[config.mk]
export PLATFORM = sky130hd
export DESIGN_NAME = srl32_delay_line
export DESIGN_NICKNAME = d
export VERILOG_FILES = /design/src/rtl/srl32_pkg.sv /design/src/rtl/srl32_lane.sv /design/src/rtl/srl32_delay_line.sv
export SDC_FILE = /design/constraint.sdc
export NUM_CORES = 1
export LEC_CHECK = 0
export CAP_MARGIN = 10
export CORE_MARGIN = 5
export CORE_UTILIZATION = 40
export CTS_BUF_LIST = sky130_fd_sc_hd__clkbuf_8 sky130_fd_sc_hd__clkbuf_16
export CTS_CLUSTER_DIAMETER = 40
export CTS_CLUSTER_SIZE = 10
export DETAILED_ROUTE_END_ITERATION = 10
export PLACE_DENSITY_LB_ADDON = 0.08
export SYNTH_ARGS = -nofsm -noshare
export SYNTH_HDL_FRONTEND = slang
export SYNTH_HIERARCHICAL = 1
export SYNTH_SLANG_ARGS = --single-unit
[constraint.sdc]
create_clock -name clk -period 2.25 [get_ports clk]
set_clock_uncertainty 0.15 [all_clocks]
set_input_delay 0.45 -clock clk [delete_from_list [all_inputs] [get_ports clk]]
set_output_delay 0.45 -clock clk [all_outputs]
set_load 0.01 [all_outputs]
[src/rtl/srl32_pkg.sv]
// Shared constants and types for the 32-stage SRL delay line.
package srl32_pkg;

  localparam int unsigned SRL_DEPTH  = 32;
  localparam int unsigned SRL_ADDR_W = 5;

  typedef logic [SRL_DEPTH-1:0] srl_word_t;

  // One shift step: the new bit enters stage 0, stage 31 falls off the end.
  function automatic srl_word_t srl_shift(input srl_word_t w, input logic din);
    return {w[SRL_DEPTH-2:0], din};
  endfunction

endpackage

[src/rtl/srl32_lane.sv]
// Single 1-bit, 32-stage shift register with an asynchronous tap mux and a
// fixed stage-31 cascade output (SRLC32E-equivalent plus synchronous reset).
module srl32_lane
  import srl32_pkg::*;
#(
  parameter srl_word_t INIT = '0
) (
  input  logic                  clk,
  input  logic                  rst,
  input  logic                  ce,
  input  logic                  d,
  input  logic [SRL_ADDR_W-1:0] a,
  output logic                  q,
  output logic                  q31
);

  srl_word_t sr_q;
  srl_word_t sr_d;

  always_comb begin
    sr_d = sr_q;
    if (ce) begin
      sr_d = srl_shift(sr_q, d);
    end
  end

  always_ff @(posedge clk) begin
    if (rst) begin
      sr_q <= INIT;
    end else begin
      sr_q <= sr_d;
    end
  end

  assign q   = sr_q[a];
  assign q31 = sr_q[SRL_DEPTH-1];

endmodule

[src/rtl/srl32_delay_line.sv]
// LANES parallel 32-stage delay lines sharing clk/rst/ce/a.
// Define SRL_OUTPUT_REG_EN to register q (adds one clock of delay on q only).
module srl32_delay_line
  import srl32_pkg::*;
#(
  parameter logic [31:0] INIT  = 32'h0000_0000,
  parameter int unsigned LANES = 1
) (
  input  logic             clk,
  input  logic             rst,
  input  logic             ce,
  input  logic [LANES-1:0] d,
  input  logic [4:0]       a,
  output logic [LANES-1:0] q,
  output logic [LANES-1:0] q31
);

  logic [LANES-1:0] tap;

  for (genvar l = 0; l < LANES; l++) begin : g_lane
    srl32_lane #(
      .INIT (INIT)
    ) u_lane (
      .clk (clk),
      .rst (rst),
      .ce  (ce),
      .d   (d[l]),
      .a   (a),
      .q   (tap[l]),
      .q31 (q31[l])
    );
  end

`ifdef SRL_OUTPUT_REG_EN
  logic [LANES-1:0] q_r_q;
  logic [LANES-1:0] q_r_d;

  // The output register samples every edge, ignoring ce, so a tap change
  // still shows up one clock later while shifting is stalled.
  always_comb begin
    q_r_d = tap;
  end

  always_ff @(posedge clk) begin
    if (rst) begin
      q_r_q <= {LANES{INIT[0]}};
    end else begin
      q_r_q <= q_r_d;
    end
  end

  assign q = q_r_q;
`else
  assign q = tap;
`endif

endmodule

==> impl_metrics.env <==
export IMPL_outcome="complete, no violations"
export IMPL_start_kind="input port"
export IMPL_top_regs="g_lane.u_lane/sr_q: 32 flops"
export IMPL_critical_path_peak_fanout=4
export IMPL_max_cap_violations=0
export IMPL_coreArea_um2=3420
export IMPL_clk_latency_ns=0.28
export IMPL_dp_hpwl_um=1840
export IMPL_p_leak_nw=0.781
export IMPL_finalHoldViolations=0
export IMPL_fmax_ghz=0.461
export IMPL_synth_seq_cells=32
export IMPL_final_cell_mix="mux2i_1 (47), nor2_1 (32), dfxtp_1 (32)"
export IMPL_post_route_util_pct=50.5
export IMPL_critPathCaptureType="output pin"
export IMPL_post_route_period_util_pct=96.4
export IMPL_htree_levels=2
export IMPL_cp_required_ns=1.65
export IMPL_hp_class="flop to flop"
export IMPL_largest_reg_flops=32
export IMPL_num_antenna_cells=0
export IMPL_crit_arrival_ns=1.57
export IMPL_maxSlewViolCount=0
export IMPL_ys_seq_area_share_pct=44.6
export IMPL_critPathMaxStageDelay_ns=0.28
export IMPL_cts_buffer_depth=2
export IMPL_regMostFlops="g_lane.u_lane/sr_q"
export IMPL_io_buffers=10
export IMPL_drtPass1Iterations=4
export IMPL_initial_utilization_pct=42.1
export IMPL_wire_per_inst_um=12.5
export IMPL_globalplace_congestion=0.785
export IMPL_grt_max_degree=33
export IMPL_clk_pin_slew_ns=0.06
export IMPL_crit_slowest_cell="a311o_1"
export IMPL_cts_root_buffer="clkbuf_8"
export IMPL_nets=170
export IMPL_final_common_cell="mux2i_1"
export IMPL_yosysWarnings=6
export IMPL_power_density_nw_per_um2=646
export IMPL_ir_drop_v=0.000475
export IMPL_grt_pass1_wl_um=4770
export IMPL_cts_tree="yes"
export IMPL_die_h_um=69.9
export IMPL_dieWidth_um=69.9
export IMPL_min_period_ns=2.17
export IMPL_avgSynthCellArea_um2=9.97
export IMPL_rsz0062_at_grt="false"
export IMPL_grt_overflow=0
export IMPL_worstMarginPinSlew_ns=0.442
export IMPL_areaGrowthSynthToFinish_pct=20.2
export IMPL_finalSetupViolations=0
export IMPL_path_class="input port to output pin"
export IMPL_drc=0
export IMPL_vias=1024
export IMPL_drt_total_wl_um=2610
export IMPL_synth_area_um2=1440
export IMPL_worstPathCellList="buf_2 > and2b_2 > buf_4 > a22oi_1 > nand3_1 > nand2_1 > a311o_1 > buf_2"
export IMPL_crit_top_cell="buf_2"
export IMPL_vias_per_cell=4.92
export IMPL_design_portCount=11
export IMPL_layout_drive_gt1_share_pct=16.7
export IMPL_rows=21
export IMPL_clkSinkCount=32
export IMPL_syn_nets=153
export IMPL_worst_slack_ns=0.0815
export IMPL_antenna_found_initial=0
export IMPL_first_global_vias=1008
export IMPL_drt_antenna_violating_nets=0
export IMPL_drt_iter0_drc=65
export IMPL_syn_inst=144
export IMPL_die_area_um2=4890
export IMPL_dp_slack_ns=-0.777
export IMPL_grt_total_usage_pct=12.0
export IMPL_slew_headroom_pct=70.5
export IMPL_ys_types=18
export IMPL_cts_buffers=5
-- metal layers --
metal / vias to the layer above / global-route usage (%) / share of wire [%]
met3: 4 / 4.73 / 4.3
met4: 0 / 3.83 / 1.2
met2: 13 / 17.7 / 44
met5: - / 0 / 0
met1: 478 / 15.9 / 50
li1: 529 / - / -
-- cells in the mapped netlist (all sizes together) --
master | n | share of area, %
a311o | 1 | 0.70
and2 | 1 | 0.44
nor2 | 33 | 8.6
mux2i | 48 | 33
clkbuf | 4 | 1.0
nor2b | 1 | 0.44
nand3 | 2 | 0.70
dfxtp | 32 | 45
nand2 | 6 | 1.6
buf | 5 | 3.2
a211oi | 1 | 0.52
nand2b | 1 | 0.44
nand4b | 1 | 0.61
and2b | 1 | 0.52
a21oi | 3 | 1.0
a22oi | 4 | 2.1
-- through the flow --
| step | TNS [ns] | cells | hold slack (ns) | power (mW) | instance area [um2] |
|---|---|---|---|---|---|
| 5_1_grt | 0 | 208 | 0.401 | 1.17 | 1730 |
| 2_1_floorplan | 0 | 144 | 0.332 | 0.650 | 1440 |
| 4_1_cts | 0 | 209 | 0.382 | 1.13 | 1730 |
| 3_3_place_gp | -0.746 | 199 | 0.356 | 0.687 | 1610 |
| 6_report | 0 | 208 | 0.375 | 1.12 | 1730 |
| 3_5_place_dp | -0.777 | 199 | 0.365 | 0.688 | 1610 |
-- what timing repair did --
item | CTS | global route
hold buffers | 0 | 0
setup endpoints to repair | 1 | 1
pin swaps | 1 | 3
gates cloned | 1 | 0
gates resized for setup | 26 | 4
buffers inserted | 1 | 0
-- power by group --
part           switching, mW  total, mW  internal [mW]  leakage (nW)
combinational         0.0514      0.107         0.0555         0.469
sequential           0.00187      0.571          0.569         0.258
clock                  0.198      0.438          0.240        0.0538
total                  0.251       1.12          0.864         0.781
-- worst paths after layout --
kind / startpoint / endpoint / slack [ns] / cells past startpoint
max: a[2] / q / 0.08 / 8
min: g_lane[0].u_lane/sr_q[14]$_SDFFE_PP0P_ / g_lane[0].u_lane/sr_q[14]$_SDFFE_PP0P_ / 0.38 / 2
min reg2reg: g_lane[0].u_lane/sr_q[14]$_SDFFE_PP0P_ / g_lane[0].u_lane/sr_q[14]$_SDFFE_PP0P_ / 0.38 / 2
max reg2reg: g_lane[0].u_lane/sr_q[16]$_SDFFE_PP0P_ / g_lane[0].u_lane/sr_q[16]$_SDFFE_PP0P_ / 1.44 / 2
-- critical path: cells and delay by family --
| kind | cells | cell delay, ns |
|---|---|---|
| AOI/OAI and AO/OA | 2 | 0.35 |
| and+or+nand+nor | 3 | 0.39 |
| buffers and inverters | 3 | 0.38 |
-- cell families after synthesis --
family,after synthesis,share of synthesized area [%]
mux,48,33.4
simple gates,46,13.3
flops,32,44.6
compound gates,9,4.36
buf+inv,9,4.27
-- layout make-up --
type / instances / area, um2
clock buffers: 6 / 82.6
clock inverters: 2 / 7.51
fillers: 324 / 1690
multi-input cells: 103 / 756
flip-flops and latches: 32 / 641
well taps: 46 / 57.6
repair buffers: 19 / 183
Note: power is estimated with default switching activity, not from simulation.
